===== config.mk =====
export PLATFORM = sky130hd
export DESIGN_NAME = alu_arbiter
export DESIGN_NICKNAME = d
export VERILOG_FILES = /design/src/rtl/alu_arbiter.sv
export SDC_FILE = /design/constraint.sdc
export NUM_CORES = 1
export LEC_CHECK = 0
export ABC_AREA = 1
export BUFFER_PORTS_ARGS = -buffer_cell sky130_fd_sc_hd__buf_4
export CAP_MARGIN = 20
export CORE_ASPECT_RATIO = 0.6
export CORE_MARGIN = 5
export CORE_UTILIZATION = 30
export CTS_BUF_LIST = sky130_fd_sc_hd__clkbuf_8
export DETAILED_ROUTE_END_ITERATION = 16
export PLACE_DENSITY = 0.65
export SLEW_MARGIN = 20
export SYNTH_ARGS = -nofsm -noshare
export SYNTH_HDL_FRONTEND = slang
export SYNTH_SLANG_ARGS = --single-unit

===== constraint.sdc =====
create_clock -name i_clk -period 2.7 [get_ports i_clk]
set_clock_uncertainty 0.05 [all_clocks]
set_input_delay 0.135 -clock i_clk [delete_from_list [all_inputs] [get_ports i_clk]]
set_output_delay 0.135 -clock i_clk [all_outputs]
set_load 0.01 [all_outputs]

===== src/rtl/alu_arbiter.sv =====
// -----------------------------------------------------------------------------
// alu_arbiter
//
// Two-requester round-robin arbiter and sequencer in front of one shared
// combinational ALU. A request is accepted over a valid/ready handshake, its
// operands are registered onto the ALU inputs, the ALU result is captured
// after one settle cycle, and the result is returned to the requester that
// issued it over a per-requester valid/ready response channel.
//
// Transaction flow:  IDLE --accept--> EXEC --(1 cycle)--> RESP --rsp_ready--> IDLE
//
// Ports:
//   i_clk        clock, all state updates on the rising edge
//   i_rst        synchronous, active-high reset
//   i_req_valid  per-requester request valid (bit k = requester k)
//   o_req_ready  per-requester request accept (only the granted bit, only in IDLE)
//   i_req_op1    operand 1, requester k in bits [k*DW +: DW]
//   i_req_op2    operand 2, same packing
//   i_req_ctrl   ALU control code, same packing
//   o_rsp_valid  per-requester response valid (only the owner's bit, only in RESP)
//   i_rsp_ready  per-requester response accept (non-owner bit ignored)
//   o_rsp_dat    shared result bus, meaningful for the requester whose valid is set
//   o_rsp_err    illegal control code flag, qualified by o_rsp_valid
//   o_alu_op1    registered operand 1 to the ALU
//   o_alu_op2    registered operand 2 to the ALU
//   o_alu_ctrl   registered control code to the ALU
//   i_alu_dat    combinational result from the ALU
//   o_busy       high whenever a transaction is in flight
//   o_op_cnt     number of completed responses, wraps to zero
// -----------------------------------------------------------------------------
module alu_arbiter #(
    parameter int DW      = 4,
    parameter int CW      = 3,
    parameter int RW      = 8,
    parameter int NUM_OPS = 5,
    parameter int CNTW    = 16
) (
    input  logic              i_clk,
    input  logic              i_rst,

    input  logic [1:0]        i_req_valid,
    output logic [1:0]        o_req_ready,
    input  logic [2*DW-1:0]   i_req_op1,
    input  logic [2*DW-1:0]   i_req_op2,
    input  logic [2*CW-1:0]   i_req_ctrl,

    output logic [1:0]        o_rsp_valid,
    input  logic [1:0]        i_rsp_ready,
    output logic [RW-1:0]     o_rsp_dat,
    output logic              o_rsp_err,

    output logic [DW-1:0]     o_alu_op1,
    output logic [DW-1:0]     o_alu_op2,
    output logic [CW-1:0]     o_alu_ctrl,
    input  logic [RW-1:0]     i_alu_dat,

    output logic              o_busy,
    output logic [CNTW-1:0]   o_op_cnt
);

    // One extra bit so NUM_OPS == 2**CW (every code legal) is representable.
    localparam logic [CW:0] LP_NUM_OPS = NUM_OPS[CW:0];

    typedef enum logic [1:0] {
        S_IDLE = 2'd0,
        S_EXEC = 2'd1,
        S_RESP = 2'd2
    } state_t;

    // -------------------------------------------------------------------------
    // Registers
    // -------------------------------------------------------------------------
    state_t             r_state;
    logic               r_rr;        // requester favoured when both are valid
    logic               r_owner;     // requester of the transaction in flight
    logic               r_err;       // captured illegal-ctrl flag for the transaction
    logic [DW-1:0]      r_alu_op1;
    logic [DW-1:0]      r_alu_op2;
    logic [CW-1:0]      r_alu_ctrl;
    logic [RW-1:0]      r_rsp_dat;
    logic               r_rsp_err;
    logic [CNTW-1:0]    r_op_cnt;

    // -------------------------------------------------------------------------
    // Wires
    // -------------------------------------------------------------------------
    state_t             w_next_state;
    logic               w_grant;
    logic               w_accept;
    logic               w_rsp_fire;
    logic [DW-1:0]      w_sel_op1;
    logic [DW-1:0]      w_sel_op2;
    logic [CW-1:0]      w_sel_ctrl;
    logic               w_sel_illegal;

    // -------------------------------------------------------------------------
    // Grant: a lone requester always wins; on contention the rr pointer decides.
    // -------------------------------------------------------------------------
    // NOTE: every signal assigned in an always_comb gets a default first, so no
    // path through the block can leave it unassigned and infer a latch.
    always_comb begin
        w_grant = 1'b0;
        case (i_req_valid)
            2'b01:   w_grant = 1'b0;
            2'b10:   w_grant = 1'b1;
            2'b11:   w_grant = r_rr;
            default: w_grant = 1'b0;
        endcase
    end

    assign w_accept   = (r_state == S_IDLE) && (|i_req_valid);
    assign w_rsp_fire = (r_state == S_RESP) && i_rsp_ready[r_owner];

    // Operand mux for the granted requester.
    assign w_sel_op1  = w_grant ? i_req_op1[DW +: DW]  : i_req_op1[0 +: DW];
    assign w_sel_op2  = w_grant ? i_req_op2[DW +: DW]  : i_req_op2[0 +: DW];
    assign w_sel_ctrl = w_grant ? i_req_ctrl[CW +: CW] : i_req_ctrl[0 +: CW];

    assign w_sel_illegal = ({1'b0, w_sel_ctrl} >= LP_NUM_OPS);

    // -------------------------------------------------------------------------
    // FSM: state register
    // -------------------------------------------------------------------------
    // NOTE: sequential state is written with non-blocking assignments so every
    // flop samples its inputs from before the edge, independent of block order.
    always_ff @(posedge i_clk) begin
        if (i_rst) begin
            r_state <= S_IDLE;
        end else begin
            r_state <= w_next_state;
        end
    end

    // -------------------------------------------------------------------------
    // FSM: next-state logic
    // -------------------------------------------------------------------------
    always_comb begin
        w_next_state = r_state;
        case (r_state)
            S_IDLE: if (w_accept)   w_next_state = S_EXEC;
            S_EXEC:                 w_next_state = S_RESP;
            S_RESP: if (w_rsp_fire) w_next_state = S_IDLE;
            default:                w_next_state = S_IDLE;
        endcase
    end

    // -------------------------------------------------------------------------
    // FSM: outputs
    // -------------------------------------------------------------------------
    always_comb begin
        o_req_ready = 2'b00;
        o_rsp_valid = 2'b00;
        o_busy      = 1'b1;
        case (r_state)
            S_IDLE: begin
                o_busy               = 1'b0;
                o_req_ready[w_grant] = i_req_valid[w_grant];
            end
            S_RESP: begin
                o_rsp_valid[r_owner] = 1'b1;
            end
            default: begin
                o_busy = 1'b1;
            end
        endcase
    end

    // -------------------------------------------------------------------------
    // Datapath and bookkeeping registers
    // -------------------------------------------------------------------------
    // NOTE: every register here has a reset value, including the data-carrying
    // ones, because the result and ALU operand outputs must read zero after reset.
    always_ff @(posedge i_clk) begin
        if (i_rst) begin
            r_rr       <= 1'b0;
            r_owner    <= 1'b0;
            r_err      <= 1'b0;
            r_alu_op1  <= '0;
            r_alu_op2  <= '0;
            r_alu_ctrl <= '0;
            r_rsp_dat  <= '0;
            r_rsp_err  <= 1'b0;
            r_op_cnt   <= '0;
        end else begin
            if (w_accept) begin
                r_alu_op1  <= w_sel_op1;
                r_alu_op2  <= w_sel_op2;
                r_alu_ctrl <= w_sel_ctrl;
                r_owner    <= w_grant;
                r_err      <= w_sel_illegal;
            end

            // The ALU has had a full cycle to settle on the registered operands.
            if (r_state == S_EXEC) begin
                r_rsp_dat <= r_err ? '0 : i_alu_dat;
                r_rsp_err <= r_err;
            end

            // Hand priority to the other requester once this one is served.
            if (w_rsp_fire) begin
                r_rr     <= ~r_owner;
                r_op_cnt <= r_op_cnt + CNTW'(1);
            end
        end
    end

    assign o_alu_op1  = r_alu_op1;
    assign o_alu_op2  = r_alu_op2;
    assign o_alu_ctrl = r_alu_ctrl;
    assign o_rsp_dat  = r_rsp_dat;
    assign o_rsp_err  = r_rsp_err;
    assign o_op_cnt   = r_op_cnt;

endmodule


==> impl_metrics.tcl, run 1 <==
set metrics [dict create \
    outcome "finished clean" \
    finalSetupViolCount 0 \
    initial_core_util_pct 31.1 \
    num_io_pins 77 \
    cts_root_buf "clkbuf_8" \
    clk_path_buf_depth 2 \
    syn_area_um2 1920 \
    crit_top_cell "nor2_1" \
    grtUsageMet2_pct 18.3 \
    final_common_cell "nand2_1" \
    dieArea_um2 8140 \
    io_buffer_count 76 \
    hold_viol 0 \
    ir_drop_mv 0.182 \
    reg2reg_setup_slack_ps 1030 \
    hold_buffers 0 \
    rows 22 \
    grt_usage_pct 12.9 \
    rr_endpoint "o_alu_ctrl[2]" \
    path_buf_inv 1 \
    cts.sinks 41 \
    final_cell_mix "84 x nand2_1, 76 x buf_4, 41 x dfxtp_1" \
    cpPeakStageDelay_ps 410 \
    synth_warnings 0 \
    routed_via_density 4.39 \
    synth.net_count 311 \
    path_cells "nor2_1 -> o21ai_2 -> clkinv_1 -> nand2_1 -> nor2_1 -> a21oi_1 -> nor2_1" \
    async_flop_share_pct 0 \
    cts_tree "done" \
    cp_max_fo 11 \
    holdPathEnd "r_rr" \
    synth_cell_type_count 33 \
    cp.required_ps 2830 \
    pwr_density_cell_nw_per_um2 538 \
    clkTransAtPathRegs_ps 80 \
    grt_max_degree 24 \
    critPathTopFamily "buffers and inverters" \
    ys_ff_latch 41 \
    cts_resized 0 \
    diodes 0 \
    hold_path_class "in2reg" \
    vias 1915 \
    numCtsBuffers 5 \
    grt_use_met1_pct 18.5 \
    synth_ff_type "dfxtp_1" \
    core_um2 6170 \
    antenna_found_initial 0 \
    grt_pass1_wl_um 8560 \
    worstHoldStart "i_rsp_ready[1]" \
    drv_cap 0 \
    cts_setup_buffers 0 \
    met3_usage_pct 5.00 \
    clkLatencyLatePin_ps 290 \
    die_height_um 71.9 \
    rsz0062_at_grt "no" \
    finalCriticalPeriod_ps 1670 \
    fin_crit_sh_pct 61.8 \
    ant_nets 0 \
    whs_ps 6.13 \
    drt_iter0_drc 99 \
    synth_edf_count 0 \
    whs_path_depth 2 \
    r2r_start "r_state[0]" \
    nFillCells 664 \
    overflow 0 \
    synthCells 274 \
    cp.arrival_ps 1800 \
    busiest_layer "met1" \
    drc_errors 0 \
    drv_slew 0 \
    fin_tns_setup_ps 0 \
    first_global_vias 1807 \
    seq_area_frac_synth_pct 42.8 \
    leakagePower_nw 1.29 \
    dp_hpwl_um 4000 \
    h-tree-depth 2 \
    die_w_um 113 \
    routedWlPerCell_um 11.8 \
    first_pass_iters 4 \
    timing.fmax_mhz 599 \
    path_class "reg2reg" \
    crit_path_end_kind "flip-flop" \
    start_kind "flip-flop" \
    r2r_cells 7 \
    syn_avg_cell_area_um2 6.99 \
    gp_congestion 0.773 \
    area_growth_pct 39.1 \
    final_nets 388 \
    worstMarginPinSlew_ps 736 \
    max_slew_margin_pct 50.9 \
    drive_gt1_share_pct 29.3 \
    cp_slowest_cell "clkinv_1" \
    wirelength_um 5150 \
]
-- synth_stat cells (2+ instances only) --
cell / number / area, µm²
nor3_1: 5 / 25.0
a31oi_1: 2 / 12.5
a21oi_1: 13 / 65.1
o211ai_1: 2 / 15.0
nand3_1: 11 / 55.1
nand2_2: 6 / 37.5
inv_2: 4 / 15.0
dfxtp_1: 41 / 821
nor2_2: 2 / 12.5
buf_6: 2 / 22.5
buf_2: 2 / 10.0
o21a_1: 3 / 22.5
nor2_1: 32 / 120
o21ai_0: 11 / 55.1
nor2_4: 4 / 45.0
inv_1: 34 / 128
nand2_1: 84 / 315
-- worst register-to-register path, stage by stage, from the launching register on --
cell and delay (ps):
dfxtp_1 400, nor2_1 90, o21ai_2 250, clkinv_1 410, nand2_1 140, nor2_1 60
a21oi_1 110, nor2_1 50
-- routing by layer --
metal	wire, µm	share of wire (%)
met4	44	0.85
met1	2640	51
met2	2070	40
met5	0	0
met3	404	7.8
-- worst max-delay path by stage --
stage	startpoint	end	slack [ps]	cells after the start
after global routing	r_state[0]	o_alu_ctrl[2]	820	7
final	r_state[0]	o_alu_ctrl[2]	1030	7
after detailed placement	i_req_valid[1]	o_alu_ctrl[2]	950	7
after CTS	r_state[0]	o_alu_ctrl[2]	990	7
after floorplan	o_op_cnt[1]	o_op_cnt[10]	1290	8
after global placement	i_req_valid[1]	o_alu_ctrl[2]	1050	7
-- metrics by stage --
stage / util, % / total power, mW / worst slack, ps / cells / cell area, µm²
after global routing: 43.2 / 1.50 / 815 / 436 / 2660
after detailed placement: 41.3 / 0.929 / 950 / 428 / 2550
after global placement: 41.3 / 0.926 / 1050 / 428 / 2550
after CTS: 43.2 / 1.45 / 991 / 436 / 2660
final: 43.2 / 1.43 / 1030 / 436 / 2660
after floorplan: - / 0.810 / 1290 / 274 / 1920
-- kinds of logic after synthesis --
| family | synth area share [%] |
|---|---|
| fa+ha+maj | 0.653 |
| flops | 42.8 |
| simple gates | 35.5 |
| compound gates | 10.2 |
| xor+xnor | 0.915 |
| buf+inv | 9.93 |
-- power by group --
group | leakage (nW) | total, mW | internal [mW] | switching (mW)
Clock | 0.0626 | 0.520 | 0.298 | 0.222
Sequential | 0.334 | 0.661 | 0.639 | 0.0218
Combinational | 0.893 | 0.251 | 0.117 | 0.134
-- flip-flops by register name, indices dropped and copies added, names as in the netlist, 2 cells and up --
name        cells
o_alu_ctrl      3
o_alu_op1       4
r_state         2
o_alu_op2       4
o_rsp_dat       8
o_op_cnt       16
-- area by class of cell --
| type | instances | area (µm²) | area share [%] |
|---|---|---|---|
| repair buffers | 76 | 571 | 21.4 |
| inverters | 39 | 146 | 5.50 |
| clock buffers | 6 | 82.6 | 3.10 |
| multi-input cells | 188 | 905 | 34.0 |
| well taps | 84 | 105 | 3.95 |
| flip-flops and latches | 41 | 821 | 30.8 |
| clock inverters | 2 | 33.8 | 1.27 |
(Power assumes the default switching activity.)
==> inputs of run 2 (changes only) <==
--- a/config.mk
+++ b/config.mk
@@ -13,7 +13,7 @@
 export CORE_UTILIZATION = 30
 export CTS_BUF_LIST = sky130_fd_sc_hd__clkbuf_8
 export DETAILED_ROUTE_END_ITERATION = 16
-export PLACE_DENSITY = 0.65
+export PLACE_DENSITY = 0.67
 export SLEW_MARGIN = 20
 export SYNTH_ARGS = -nofsm -noshare
 export SYNTH_HDL_FRONTEND = slang
==> constraint.sdc (replaced) <==
create_clock -name i_clk -period 1.5 [get_ports i_clk]
set_clock_uncertainty 0.05 [all_clocks]
set_input_delay 0.075 -clock i_clk [delete_from_list [all_inputs] [get_ports i_clk]]
set_output_delay 0.075 -clock i_clk [all_outputs]
set_load 0.01 [all_outputs]
==> run 2 against run 1 <==
Net effect: combinational power rose by 110%; flip-flop and latch count stayed put; core utilization grew 3.1 points; highest routed layer unchanged; largest cell class unchanged.
==> impl_metrics.tcl, run 2 (synthesized netlist as in run 1, its figures left out) <==
set metrics [dict create \
    worstMarginPinSlew_ps 480 \
    cts_tree "done" \
    routedWlPerCell_um 11.8 \
    vias 1982 \
    wirelength_um 5360 \
    final_nets 408 \
    dieArea_um2 8140 \
    first_pass_iters 4 \
    clk_path_buf_depth 2 \
    die_height_um 71.9 \
    num_io_pins 77 \
    drt_iter0_drc 124 \
    reg2reg_setup_slack_ps 120 \
    final-instance-count-excl-fill 456 \
    ant_nets 0 \
    grt_pass1_wl_um 8750 \
    timing.fmax_mhz 719 \
    final_common_cell "buf_4" \
    utilization_pct 46.3 \
    fin_tns_setup_ps 0 \
    r2r_start "o_op_cnt[0]" \
    cpPeakStageDelay_ps 310 \
    clkTransAtPathRegs_ps 90 \
    pwr_density_cell_nw_per_um2 852 \
    critPathTopFamily "simple AND/OR/NAND/NOR gates" \
    cts_root_buf "clkbuf_8" \
    dp_slack_ps 19.3 \
    hold_path_class "in2reg" \
    total_power_mw 2.43 \
    diodes 0 \
    worstHoldStart "i_req_op2[2]" \
    finalSetupViolCount 0 \
    dpl-instance-area_um2 2610 \
    crit_path_end_kind "output pin" \
    drv_cap 0 \
    io_buffer_count 76 \
    dp_hpwl_um 4070 \
    ir_drop_mv 0.484 \
    whs_path_depth 5 \
    cp.arrival_ps 1270 \
    clkLatencyLatePin_ps 290 \
    rsz0062_at_grt "no" \
    placed_cells 435 \
    cp.required_ps 1370 \
    antenna_found_initial 0 \
    core_um2 6170 \
    leakagePower_nw 1.38 \
    cp_max_fo 8 \
    path_cells "inv_1 -> nand2_1 -> nand2_4 -> inv_2 -> nor2_8 -> buf_4" \
    numCtsBuffers 5 \
    final_cell_mix "86 x buf_4, 83 x nand2_1, 39 x dfxtp_1" \
    largest_reg_flops 16 \
    rr_endpoint "o_op_cnt[14]" \
    fin_ws_ps 108 \
    h-tree-depth 2 \
    rows 22 \
    gp_congestion 0.778 \
    path_class "reg2out" \
    first_global_vias 1911 \
    cts.sinks 41 \
    drv_slew 0 \
    finalCriticalPeriod_ps 1390 \
    r2r_cells 9 \
    fin_crit_sh_pct 92.8 \
    area_growth_pct 48.9 \
    whs_ps 11.5 \
    holdPathEnd "o_alu_op2[2]" \
    max_slew_margin_pct 68.0 \
    start_kind "flip-flop" \
    overflow 0 \
    hold_viol 0 \
    die_w_um 113 \
    drive_gt1_share_pct 32.5 \
    path_buf_inv 3 \
    cp_slowest_cell "dfxtp_1" \
    initial_core_util_pct 31.1 \
    grt_max_degree 19 \
    drc_errors 0 \
    final_area_um2 2850 \
    outcome "finished clean" \
    grt_usage_pct 13.3 \
    routed_via_density 4.35 \
]
-- run 2: power breakdown --
group	switching, mW	internal, mW	leakage [nW]
Clock	0.396	0.322	0.0439
Sequential	0.0425	1.15	0.335
Combinational	0.259	0.260	0.998
-- run 2: per-layer routing --
layer / wire, µm / vias to the layer above / track usage, %
met5: 0 / - / 0
met4: 11 / 0 / 2.00
met3: 386 / 2 / 5.00
met2: 2230 / 55 / 20.6
met1: 2730 / 885 / 18.0
li1: - / 1040 / -
-- run 2: area by class of cell --
class / count / area, µm²
Fill cell: 647 / 3310
Clock inverter: 3 / 17.5
Tap cell: 84 / 105
Clock buffer: 5 / 68.8
Timing Repair Buffer: 96 / 756
Sequential cell: 41 / 823
Inverter: 39 / 148
Multi-Input combinational cell: 188 / 935
-- run 2: tightest hold or removal path, stage by stage --
cell and delay (ps):
buf_4 70, nand2_1 40, nand3_1 50, nand2_1 40, inv_1 40
-- run 2: worst max-delay path by stage --
stage / slack [ps] / endpoint / depth (start not counted) / startpoint
detailed placement: 20 / o_alu_op2[3] / 6 / r_state[0]
global route: 0.7 / o_op_cnt[10] / 8 / o_op_cnt[0]
floorplan: 90 / o_op_cnt[12] / 8 / o_op_cnt[1]
CTS: -4 / o_req_ready[0] / 4 / r_state[0]
finish: 110 / o_req_ready[0] / 6 / r_rr
global placement: 60 / o_op_cnt[10] / 8 / o_op_cnt[0]
-- run 2: what timing repair did --
action / in CTS / in global routing
hold buffers: 9 / 0
buffers inserted: 0 / 4
resized for setup: 2 / 10
pin swaps: 0 / 2
endpoints found under the setup margin: 2 / 11
endpoints found under the hold margin: 9 / 0
==> inputs of run 3 (changes only) <==
==> config.mk (replaced) <==
export PLATFORM = sky130hd
export DESIGN_NAME = alu_arbiter
export DESIGN_NICKNAME = d
export VERILOG_FILES = /design/src/rtl/alu_arbiter.sv
export SDC_FILE = /design/constraint.sdc
export NUM_CORES = 1
export LEC_CHECK = 0
export ABC_AREA = 0
export BUFFER_PORTS_ARGS = -buffer_cell sky130_fd_sc_hd__buf_4
export CAP_MARGIN = 20
export CORE_ASPECT_RATIO = 0.6
export CORE_MARGIN = 5
export CORE_UTILIZATION = 30
export DETAILED_ROUTE_END_ITERATION = 16
export PLACE_DENSITY = 0.68
export SLEW_MARGIN = 5
export SYNTH_ARGS = -nofsm -noshare
export SYNTH_HDL_FRONTEND = slang
export SYNTH_SLANG_ARGS = --single-unit
==> run 3 against run 2 <==
Net effect: the flow now finishes with violations (negative setup slack); maximum frequency decreased by 18%; count of clock-buffer cells in the layout unchanged; flip-flop and latch count stayed put; worst hold slack better by 22 ps; cell count down 12%; routed wire length is 2.5% higher; total power increased by 15%; sequential share of layout area is 1.4 points lower; non-clock buffer count up 31; setup slack worse by 300 ps; largest power group unchanged.
==> impl_metrics.tcl, run 3 <==
set metrics [dict create \
    synth_cell_type_count 35 \
    clkTransAtPathRegs_ps 80 \
    cp_slowest_cell "or4_4" \
    timing.fmax_mhz 593 \
    grt_pass1_wl_um 9340 \
    clk_path_buf_depth 2 \
    cp.required_ps 1680 \
    ant_nets 0 \
    yosys.area.top_type_share_pct 47.1 \
    finalSetupViolCount 7 \
    ys_top_cells_by_count "41 x dfxtp_1, 37 x nor2_1, 18 x a21oi_1, 9 x clkbuf_1, 8 x nor3b_1" \
    seq_area_frac_synth_pct 47.1 \
    rsz0062_at_grt "yes" \
    holdPathEnd "r_rr" \
    final_nets 356 \
    cp.arrival_ps 1870 \
    rows 21 \
    cts_tree "done" \
    first_pass_iters 4 \
    synthCells 197 \
    fin_ws_ps -187 \
    whs_path_depth 3 \
    crit_path_end_kind "flip-flop" \
    core_um2 5600 \
    cts_root_buf "clkbuf_8" \
    diodes 0 \
    initial_core_util_pct 31.1 \
    syn_area_um2 1740 \
    drv_slew 0 \
    syn_avg_cell_area_um2 8.85 \
    final_cell_mix "110 x buf_4, 36 x nor2_1, 32 x dfxtp_1" \
    synth_most_common_cell "dfxtp_1" \
    synth.largest_area_cell "dfxtp_1" \
    area_growth_pct 75.7 \
    ys_ff_latch 41 \
    numCtsBuffers 5 \
    largest_reg_flops 16 \
    grt_usage_pct 15.4 \
    worstHoldStart "i_rsp_ready[1]" \
    muxShareOfSynthArea_pct 4.67 \
    h-tree-depth 2 \
    clkLatencyLatePin_ps 290 \
    cpPeakStageDelay_ps 530 \
    violations "negative setup slack" \
    gp_congestion 0.761 \
    r2r_start "r_owner" \
    drive_gt1_share_pct 47.8 \
    io_buffer_count 76 \
    path_class "reg2reg" \
    first_global_vias 2000 \
    grt_use_met1_pct 20.9 \
    path_cells "mux2i_2 -> or3_4 -> or4_4 -> a21oi_2" \
    max_slew_margin_pct 70.4 \
    final_common_cell "buf_4" \
    worstMarginPinSlew_ps 444 \
    dp_hpwl_um 3920 \
    ir_drop_mv 0.423 \
    placed_cells 373 \
    synth_compound_area_share_pct 17.0 \
    synth_warnings 0 \
    finalCriticalPeriod_ps 1690 \
    overflow 0 \
    synth_top_family_by_area "simple AND/OR/NAND/NOR gates" \
    reg2reg_setup_slack_ps -190 \
    dpl-instance-area_um2 2670 \
    synth.net_count 234 \
    pwr_density_cell_nw_per_um2 911 \
    synth_edf_count 0 \
    wirelength_um 5490 \
    yosys.area_share.simple_pct 23.0 \
    routed_via_density 4.84 \
    final_area_um2 3060 \
    synthTopCellsByArea "dfxtp_1 47%, nor2_1 8.0%, a21oi_1 5.2%, mux2i_1 4.0%, a222oi_1 3.4%" \
    hold_path_class "in2reg" \
    start_kind "flip-flop" \
    rr_endpoint "o_op_cnt[13]" \
    async_flop_share_pct 0 \
    grt_max_degree 42 \
    num_io_pins 77 \
    drc_errors 0 \
    vias 1936 \
    final-instance-count-excl-fill 400 \
    met3_usage_pct 5.50 \
    busiest_layer "met2" \
    synth_fa_ha_area_share_pct 0.718 \
    grtUsageMet2_pct 22.6 \
    fin_crit_sh_pct 112 \
    cp_max_fo 7 \
    synth_xor_area_share_pct 4.02 \
    cts.sinks 41 \
    drv_cap 0 \
    r2r_cells 4 \
    die_height_um 69.0 \
    drt_iter0_drc 102 \
    die_w_um 108 \
    dieArea_um2 7480 \
    outcome "complete, but fails checks" \
    routedWlPerCell_um 13.7 \
    antenna_found_initial 0 \
    synth_ff_type "dfxtp_1" \
    leakagePower_nw 1.34 \
    hold_viol 0 \
]
-- run 3: cell count changes after synthesis, moves of 7 or more --
cell,before,now
nand2_1,84,5
inv_1,34,4
clkbuf_1,1,9
a211oi_1,0,7
mux2i_1,0,7
nor3b_1,1,8
o21ai_0,11,4
-- run 3: worst max path at each step --
stage             from           end  slack, ps
2_1_floorplan  r_owner  o_op_cnt[13]       -230
3_3_place_gp   r_owner  o_op_cnt[15]       -190
3_5_place_dp   r_owner  o_op_cnt[15]       -240
4_1_cts        r_owner  o_op_cnt[13]       -170
5_1_grt        r_owner  o_op_cnt[13]       -230
6_report       r_owner  o_op_cnt[13]       -190
-- run 3: cell type report --
class	count	area [µm²]
fillers	504	2530
flip-flops and latches	41	842
clock buffers	5	68.8
repair buffers	127	1010
clock inverters	3	65.1
well taps	80	100
multi-input cells	140	960
inverters	4	15.0
-- run 3: per-stage QoR --
stage / hold WS, ps / setup slack, ps / utilization (%) / total power [mW] / TNS, ps
5_1_grt: 32.2 / -231 / 54.7 / 2.92 / -1150
2_1_floorplan: 121 / -228 / - / 1.43 / -801
3_3_place_gp: 282 / -189 / 47.7 / 1.68 / -789
6_report: 33.8 / -187 / 54.7 / 2.79 / -647
4_1_cts: 23.6 / -175 / 53.8 / 2.81 / -662
3_5_place_dp: 292 / -237 / 47.7 / 1.69 / -906
-- run 3: metal layers --
metal  vias up  part of all wire [%]
li1        961                     -
met3         6                   8.8
met2        70                    43
met5         -                     0
met4         0                   1.1
met1       899                    47
-- run 3: worst max-delay path: cells and delay by family (launching register included) --
kind	cells	cell delay, ps
flip-flops	1	330
multiplexers	1	150
AND/OR/NAND/NOR	2	940
AO/OA/AOI/OAI	1	150
-- run 3: power breakdown --
group	switching [mW]	internal (mW)	leakage [nW]	total, mW
clock	0.407	0.662	0.0681	1.07
sequential	0.0476	1.14	0.340	1.19
combinational	0.236	0.294	0.928	0.530
total	0.691	2.10	1.34	2.79
-- run 3: what timing repair did --
action / in CTS / in global routing
hold buffers: 12 / 0
buffers inserted: 7 / 3
resized for setup: 13 / 12
endpoints found under the setup margin: 11 / 20
hold endpoints to repair: 6 / 0
pin swaps: 11 / 8
cloned: 0 / 0
-- run 3: kinds of logic (layout without fill, tap and decap cells) --
| logic type | after synthesis | in the layout |
|---|---|---|
| and+or+nand+nor | 78 | 78 |
| AOI/OAI and AO/OA | 45 | 45 |
| DFF | 41 | 41 |
| buffers and inverters | 16 | 139 |
| xor gates and xnor gates | 8 | 8 |
| muxes | 8 | 8 |
| adders and majority gates | 1 | 1 |
